[config.mk]
export PLATFORM = sky130hd
export DESIGN_NAME = dac_spi_tx
export DESIGN_NICKNAME = d
export VERILOG_FILES = /design/src/rtl/dac_spi_tx.sv
export SDC_FILE = /design/constraint.sdc
export NUM_CORES = 1
export LEC_CHECK = 0
export ABC_AREA = 1
export CAP_MARGIN = 20
export CORE_MARGIN = 1
export CORE_UTILIZATION = 40
export DETAILED_ROUTE_END_ITERATION = 12
export HOLD_SLACK_MARGIN = 0.12
export PLACE_DENSITY = 0.67
export RECOVER_POWER = 25
export SYNTH_ARGS = -nofsm -noshare
export SYNTH_HDL_FRONTEND = slang
export SYNTH_SLANG_ARGS = --single-unit
[constraint.sdc]
create_clock -name clk -period 1.75 [get_ports clk]
set_input_delay 0.4375 -clock clk [delete_from_list [all_inputs] [get_ports clk]]
set_output_delay 0.4375 -clock clk [all_outputs]
set_load 0.005 [all_outputs]
[src/rtl/dac_spi_tx.sv]
`default_nettype none
// +----------------------------------------------------------------------------+
// | dac_spi_tx                                                                 |
// | Serial DAC transmitter (DIN/SCLK/SYNC) fed by a valid/ready sample source, |
// | with a one-word holding buffer so frames can run back to back.             |
// | Revision: 1.0                                                              |
// +----------------------------------------------------------------------------+
module dac_spi_tx #(
   parameter int DATA_W   = 16,
   parameter int CLK_DIV  = 2,
   parameter int SYNC_GAP = 4
) (
   input  logic              clk,
   input  logic              rst,
   input  logic [DATA_W-1:0] s_data,
   input  logic              s_valid,
   output logic              s_ready,
   output logic              dac_sync,
   output logic              dac_clk,
   output logic              dac_din,
   output logic              busy,
   output logic              frame_done
);

   localparam int DIV_W = (CLK_DIV > 1) ? $clog2(CLK_DIV) : 1;
   localparam int BIT_W = $clog2(DATA_W);
   localparam int GAP_W = (SYNC_GAP > 1) ? $clog2(SYNC_GAP) : 1;
   localparam logic [DIV_W-1:0] DIV_LAST = DIV_W'(CLK_DIV - 1);
   localparam logic [BIT_W-1:0] BIT_LAST = BIT_W'(DATA_W - 1);
   localparam logic [GAP_W-1:0] GAP_LAST = GAP_W'(SYNC_GAP - 1);

   typedef enum logic [1:0] {
      IDLE  = 2'd0,
      SHIFT = 2'd1,
      GAP   = 2'd2
   } state_t;

   state_t            state;
   logic [DATA_W-1:0] hold_data;
   logic              hold_full;
   logic [DATA_W-1:0] shifter;
   logic [DIV_W-1:0]  div_cnt;
   logic [BIT_W-1:0]  bit_cnt;
   logic [GAP_W-1:0]  gap_cnt;
   logic              accept;
   logic              load;

   assign s_ready = ~hold_full & ~rst;
   assign accept  = s_valid & s_ready;
   assign load    = hold_full & ((state == IDLE) | ((state == GAP) & (gap_cnt == GAP_LAST)));
   assign busy    = (state != IDLE) | hold_full;

   always_ff @(posedge clk or posedge rst) begin
      if (rst) begin
         hold_data <= '0;
         hold_full <= 1'b0;
      end else if (accept) begin
         hold_data <= s_data;
         hold_full <= 1'b1;
      end else if (load) begin
         hold_full <= 1'b0;
      end
   end

   always_ff @(posedge clk or posedge rst) begin
      if (rst) begin
         state      <= IDLE;
         shifter    <= '0;
         div_cnt    <= '0;
         bit_cnt    <= '0;
         gap_cnt    <= '0;
         dac_sync   <= 1'b1;
         dac_clk    <= 1'b1;
         dac_din    <= 1'b0;
         frame_done <= 1'b0;
      end else begin
         frame_done <= 1'b0;
         if (load) begin
            state    <= SHIFT;
            shifter  <= hold_data;
            div_cnt  <= '0;
            bit_cnt  <= '0;
            dac_sync <= 1'b0;
            dac_clk  <= 1'b1;
            dac_din  <= hold_data[DATA_W-1];
         end else begin
            case (state)
               IDLE: ;
               SHIFT: begin
                  if (div_cnt == DIV_LAST) begin
                     div_cnt <= '0;
                     if (dac_clk) begin
                        dac_clk <= 1'b0;
                     end else if (bit_cnt < BIT_LAST) begin
                        // Data moves only together with the rising SCLK edge.
                        shifter <= {shifter[DATA_W-2:0], 1'b0};
                        bit_cnt <= bit_cnt + 1'b1;
                        dac_clk <= 1'b1;
                        dac_din <= shifter[DATA_W-2];
                     end else begin
                        state      <= GAP;
                        gap_cnt    <= '0;
                        frame_done <= 1'b1;
                        dac_sync   <= 1'b1;
                        dac_clk    <= 1'b1;
                        dac_din    <= 1'b0;
                     end
                  end else begin
                     div_cnt <= div_cnt + 1'b1;
                  end
               end
               GAP: begin
                  if (gap_cnt == GAP_LAST) begin
                     state <= IDLE;
                  end else begin
                     gap_cnt <= gap_cnt + 1'b1;
                  end
               end
               default: state <= IDLE;
            endcase
         end
      end
   end

endmodule
`default_nettype wire

==> results of run 1 <==
-- worst max-delay path: stages, from the launching register on --
cell and delay, ns:
dfrtp_2 0.40, buf_4 0.14, inv_1 0.07, nand3_1 0.07, dlygate4sd2_1 0.26
-- cell type report --
class	count	area, µm²
Timing Repair Buffer	40	364
Inverter	13	48.8
Fill cell	485	2530
Tap cell	70	87.6
Multi-Input combinational cell	193	926
Clock buffer	8	90.1
Sequential cell	45	1130
-- power breakdown --
| group | total (W) | switching [W] | internal (W) |
|---|---|---|---|
| registers | 0.00129 | 0.0000874 | 0.00120 |
| logic | 0.000278 | 0.000148 | 0.000130 |
| clock network | 0.000657 | 0.000335 | 0.000322 |
| total | 0.00222 | 0.000570 | 0.00165 |
-- layout by cell type (no fill, tap or decap) --
master	count
nor2_4	1
buf_4	14
o21ai_0	3
clkdlybuf4s50_1	19
clkbuf_2	1
dlygate4sd2_1	5
nand3_2	2
clkbuf_1	2
nor2_8	1
nand3_4	1
dfrtp_2	1
nand2_2	2
inv_1	11
buf_12	1
ha_1	2
dfrtp_1	42
nand2_4	2
clkbuf_8	6
dfstp_2	2
o21ai_1	1
nand3_1	44
nand4_1	20
nand3b_1	1
nand2_1	108
nor2_1	5
inv_2	2
-- layer usage --
layer	track usage, %	vias to the layer above	wire length (µm)
met3	3.97	6	158
met4	6.79	0	73
met1	25.6	870	2110
met2	25.3	33	2030
met5	0	-	0
li1	-	935	-
-- logic make-up (layout without fill, tap and decap cells) --
family          Yosys count  in the layout  synth area share [%]
simple gates            187            187                  40.3
buf+inv                  27             61                  5.90
compound gates            4              4                 0.916
fa+ha+maj                 2              2                  1.15
flops                    45             45                  51.7
-- path summary, 6_finish.rpt --
path	slack [ns]	cells past startpoint	startpoint	endpoint
min	0.47	2	dac_sync	dac_sync
min reg2reg	0.47	2	dac_sync	dac_sync
max reg2reg	0.26	9	gap_cnt[0]	shifter[14]
max	0.08	4	hold_full	busy
max in group asynchronous	0.33	3	rst	hold_full
min in group asynchronous	0.68	3	rst	hold_data[8]
-- sequential cells by signal, summed over array words and instances (netlist names) --
signal	count
hold_data	16
bit_cnt	4
frame_done	1
shifter	15
dac_clk	1
dac_sync	1
hold_full	1
gap_cnt	2
div_cnt	1
dac_din	1
state	2
-- stage by stage --
| step | utilization [%] | hold slack, ns |
|---|---|---|
| after floorplan | - | 0.442 |
| after global placement | 48.8 | 0.457 |
| after detailed placement | 48.8 | 0.463 |
| after CTS | 51.3 | 0.392 |
| after global routing | 51.2 | 0.493 |
| final | 51.2 | 0.474 |
-- timing repair --
item / in CTS / in global routing
resized for setup: 6 / 0
setup endpoints to repair: 4 / 1
buffers inserted: 6 / 1
==> impl_results.md, run 1 <==
* Die width at 75.9 µm
* Fin crit share at 95.4%
* Die H at 75.9 µm
* Vias/cell at 5.00
* Global-route wire length before repair at 7.46 mm
* Total CTS buffers at 5
* Final Max Tran Viols at 0
* Critical path class: flip-flop to output pin
* Max-cap violations at 0
* Crit-path max FO at 3
* Status: completed
* Yosys cell types at 23
* Dpl cell area at 2520 µm²
* Clk sinks at 45
* Cell accounting for the most synthesized area: dfrtp_1
* CP Launch Type: flip-flop
* Share of layout cells above drive strength 1 at 12.0%
* Final instance area at 2650 µm²
* Number of synthesized flops with an enable pin at 0
* # IOs at 25
* Vias in the first global route at 1586
* CTS tree: yes
* Pre-CTS WS at -0.201 ns
* RSZ-0062 raised after global routing: false
* Clock-pin slew on the worst setup and hold paths at 0.08 ns
* Pwr Density at 839 nW/µm²
* Largest net degree at the start of global routing at 46
* Final Critical Period at 1.67 ns
* WL/cell at 11.8 µm
* Vias at 1844
* Router iterations before antenna repair at 4
* Synth cell count leaders: 108 x nand2_1, 44 x nand3_1, 43 x dfrtp_1
* Placed instance count at 354
* Max Clk Rate at 0.599 GHz
* Synth top area cells: dfrtp_1 49%, nand2_1 19%, nand3_1 10%
* Worst slew pin tran at 1.11 ns
* Initial antenna violation count at 0
* Setup WS post-layout at 0.0809 ns
* Relative slew slack at 26.3%
* Post-Layout Cell Count at 369
* # diodes at 0
* RePlAce Congestion at 0.756
* Yosys top cell area share at 49.3%
* Average cell area after synthesis at 8.24 µm²
* Number of remaining DRC errors at 0
* Clk Latency, worst-skew pair at 0.29 ns
* Initial core utilization at 42.2%
* Cell count after synthesis at 265
* Row cnt at 26
* YS warnings at 0
* Post-route setup TNS at 0 ns
* Setup violations, final at 0
* Clock Skews at 0.00586 ns
* Asr flop ratio synth at 100%
* Port Buffer Count at 24
* Hold buffers post-CTS at 0
* Die area at 5760 µm²
* Total power at 0.00222 W
* Total Routed Length at 4.37 mm
* Worst VDD drop at 553 µV
* Maximum buffer depth of the clock tree at 2
* P&R area growth vs syn at 21.2%
* Fin nets at 319
* CP endpoint kind: output pin
* Syn Nets at 286
* Worst hold path class: flip-flop to flip-flop
* Lkg Pwr at 1.44 nW
* #FFs+latches synth at 45
* H-tree Lvls at 2
* Worst EP required at 1.31 ns
* Crit path arrival time at 1.23 ns
* Core ar. at 5170 µm²
* Top_reg_cell synth: dfrtp_1
* Total GRT Usage at 17.5%
* Final Hold Vio Count at 0
* Top-count cell post-synth: nand2_1
* ANT nets after route at 0
* Post-DP HPWL at 2.95 mm
* Root Driver: clkbuf_8
* Overflow after GRT at 0
* Initial drt markers at 123
* Sequential share of the synthesized area at 51.7%
* Post-Syn Area at 2180 µm²
No activity file was read; power rests on OpenSTA's default activity.
==> run 2, diff against run 1 <==
--- a/config.mk
+++ b/config.mk
@@ -8,10 +8,10 @@
 export ABC_AREA = 1
 export CAP_MARGIN = 20
 export CORE_MARGIN = 1
-export CORE_UTILIZATION = 40
+export CORE_UTILIZATION = 55
 export DETAILED_ROUTE_END_ITERATION = 12
 export HOLD_SLACK_MARGIN = 0.12
-export PLACE_DENSITY = 0.67
+export PLACE_DENSITY = 0.85
 export RECOVER_POWER = 25
 export SYNTH_ARGS = -nofsm -noshare
 export SYNTH_HDL_FRONTEND = slang
==> run 2 against run 1 <==
Against the previous run:
- worst hold slack better by 0.0059 ns
- clock-buffer cell count fell by 3
- combinational power shrank 2%
- flip-flop and latch count unchanged
- largest cell class unchanged
- routed wire length increased by 5.0%
- power decreased by 1.1%
==> impl_results.md, run 2 (same netlist as run 1, synthesis figures left out) <==
* Total GRT Usage at 26.0% (+8.5 points)
* Initial core utilization at 58.3% (+16 points)
* ANT nets after route at 0 (unchanged)
* Initial drt markers at 96 (-22%)
* Largest net degree at the start of global routing at 46 (unchanged)
* Initial antenna violation count at 0 (unchanged)
* P&R area growth vs syn at 20.2%
* Die area at 4230 µm² (-27%)
* Overflow after GRT at 0 (unchanged)
* Slowest cell on crit path: dfrtp_2
* Post-route setup TNS at 0 ns (unchanged)
* Total Routed Length at 4.59 mm (+5.0%)
* RSZ-0062 raised after global routing: false
* Number of flip-flops in the largest register at 16 (unchanged)
* Final Max Tran Viols at 0 (unchanged)
* Vias in the first global route at 1821 (+15%)
* Total CTS buffers at 5 (unchanged)
* WL/cell at 13.3 µm (+12%)
* Fin crit share at 93.8% (-1.6 points)
* Biggest register: hold_data
* Footprint of the multi-input gates at 926 µm² (unchanged)
* Port Buffer Count at 24 (unchanged)
* Max Clk Rate at 0.609 GHz (+1.7%)
* R2r setup slk at 0.17 ns (-0.09 ns)
* CP top delay family: flip-flops
* Final Hold Vio Count at 0 (unchanged)
* Hold buffers post-CTS at 0 (unchanged)
* Crit-path max FO at 2 (-1)
* Post-DP HPWL at 3.18 mm (+7.5%)
* Die width at 65.0 µm (-14%)
* Global-route wire length before repair at 8.29 mm (+11%)
* Max-cap violations at 0 (unchanged)
* Total power at 0.00220 W (-1.1%)
* # IOs at 25 (unchanged)
* Worst slew pin tran at 1.09 ns (-0.0196 ns)
* CTS tree: yes
* Clk sinks at 45 (unchanged)
* Clock Skews at 0.00671 ns (+0.000853 ns)
* Core ar. at 3740 µm² (-28%)
* Worst hold path class: flip-flop to flip-flop
* Sequential cell area at 1130 µm² (+0.22%)
* Dpl cell area at 2520 µm² (-0.30%)
* Clock-pin slew on the worst setup and hold paths at 0.09 ns (about the same)
* Pwr Density at 837 nW/µm² (-0.33%)
* Clk Latency, worst-skew pair at 0.31 ns (+0.02 ns)
* Vias at 1856 (+0.65%)
* Pre-CTS WS at -0.194 ns (+0.00728 ns)
* Setup WS post-layout at 0.109 ns (+0.0280 ns)
* # diodes at 0 (unchanged)
* Die H at 65.0 µm (-14%)
* CP bufs+invs at 2 (-1)
* Worst EP required at 1.31 ns (about the same)
* Share of layout cells above drive strength 1 at 13.1% (+1.0 points)
* Maximum buffer depth of the clock tree at 2 (unchanged)
* Critical path class: flip-flop to output pin
* Router iterations before antenna repair at 4 (unchanged)
* Relative slew slack at 27.6% (+1.3 points)
* Cells along the critical path: buf_4 -> nor2_4 -> dlygate4sd2_1
* Crit path arrival time at 1.20 ns (-0.03 ns)
* Final instance area at 2630 µm² (-0.80%)
* H-tree Lvls at 2 (unchanged)
* Setup violations, final at 0 (unchanged)
* Row cnt at 22 (-15%)
* Regs by FF count: hold_data: 16 flops, shifter: 15 flops, bit_cnt: 4 flops
* Worst VDD drop at 617 µV (+12%)
* Final Critical Period at 1.64 ns (-0.0280 ns)
* Root Driver: clkbuf_8
* CP Launch Type: flip-flop
* Fillers at 305 (-37%)
* Number of remaining DRC errors at 0 (unchanged)
* Fin nets at 318 (-0.31%)
* Worst Hold Slack at 0.480 ns (+0.00594 ns)
* Max incr delay on CP at 0.41 ns (about the same)
* Commonest cells after routing, fill and taps aside: 108 x nand2_1, 44 x nand3_1, 40 x dfrtp_1
* CP endpoint kind: output pin
* Lkg Pwr at 1.43 nW (-0.15%)
* Commonest non-fill, non-tap cell in the layout: nand2_1
* Vias/cell at 5.36 (+7.3%)
* RePlAce Congestion at 0.823 (+8.9%)
* Status: completed
==> run 2: cell types whose count changed in the layout (fill, tap and decap cells not counted), sizes merged <==
cell,previous run,this run
clkbuf,9,6
clkinv,0,2
buf,15,14
clkinvlp,0,1
==> run 2: layer usage <==
layer	routed length [µm]	up-vias	global-route usage (%)
met4	53	0	6.94
li1	-	931	-
met1	1980	871	34.2
met2	2360	47	43.6
met5	0	-	0
met3	196	7	5.28
==> run 2: power breakdown <==
group	internal (W)	switching, W	total, W
combinational	0.000121	0.000151	0.000272
sequential	0.00120	0.0000946	0.00129
clock	0.000276	0.000355	0.000630
==> run 2: layout make-up <==
type / count / share of cell area, %
Clock inverter: 3 / 0.667
Sequential cell: 45 / 43.1
Multi-Input combinational cell: 193 / 35.3
Timing Repair Buffer: 39 / 14.1
Clock buffer: 5 / 2.62
Tap cell: 48 / 2.29
Inverter: 13 / 1.95
==> run 2: path summary, 6_finish.rpt <==
kind | startpoint | to | depth (start not counted)
min | dac_sync | dac_sync | 2
min in group asynchronous | rst | hold_data[3] | 3
max reg2reg | gap_cnt[0] | shifter[13] | 9
min reg2reg | dac_sync | dac_sync | 2
max | hold_full | s_ready | 3
max in group asynchronous | rst | state[0] | 3
==> run 2: what timing repair did <==
item                                    in CTS  in global routing
endpoints found under the setup margin       4                  0
setup buffers                                5                  0
gates resized for setup                      9                  0
==> run 2: worst min-delay path: cells and delay by family (launching register included) <==
| family | cells | cell delay, ns |
|---|---|---|
| flops | 1 | 0.38 |
| simple gates | 2 | 0.11 |
==> run 2: per-stage QoR <==
step / utilization [%] / std cells
finish: 70.1 / 346
global route: 70.1 / 346
CTS: 70.5 / 346
detailed placement: 67.2 / 333
global placement: 67.2 / 333
floorplan: - / 265
==> run 3, diff against run 2 <==
--- a/config.mk
+++ b/config.mk
@@ -6,13 +6,13 @@
 export NUM_CORES = 1
 export LEC_CHECK = 0
 export ABC_AREA = 1
-export CAP_MARGIN = 20
 export CORE_MARGIN = 1
 export CORE_UTILIZATION = 55
 export DETAILED_ROUTE_END_ITERATION = 12
 export HOLD_SLACK_MARGIN = 0.12
 export PLACE_DENSITY = 0.85
 export RECOVER_POWER = 25
+export SLEW_MARGIN = 15
 export SYNTH_ARGS = -nofsm -noshare
 export SYNTH_HDL_FRONTEND = slang
 export SYNTH_SLANG_ARGS = --single-unit
==> results of run 3 <==
No change in the layout: final DEF, timing and power equal those of run 2.
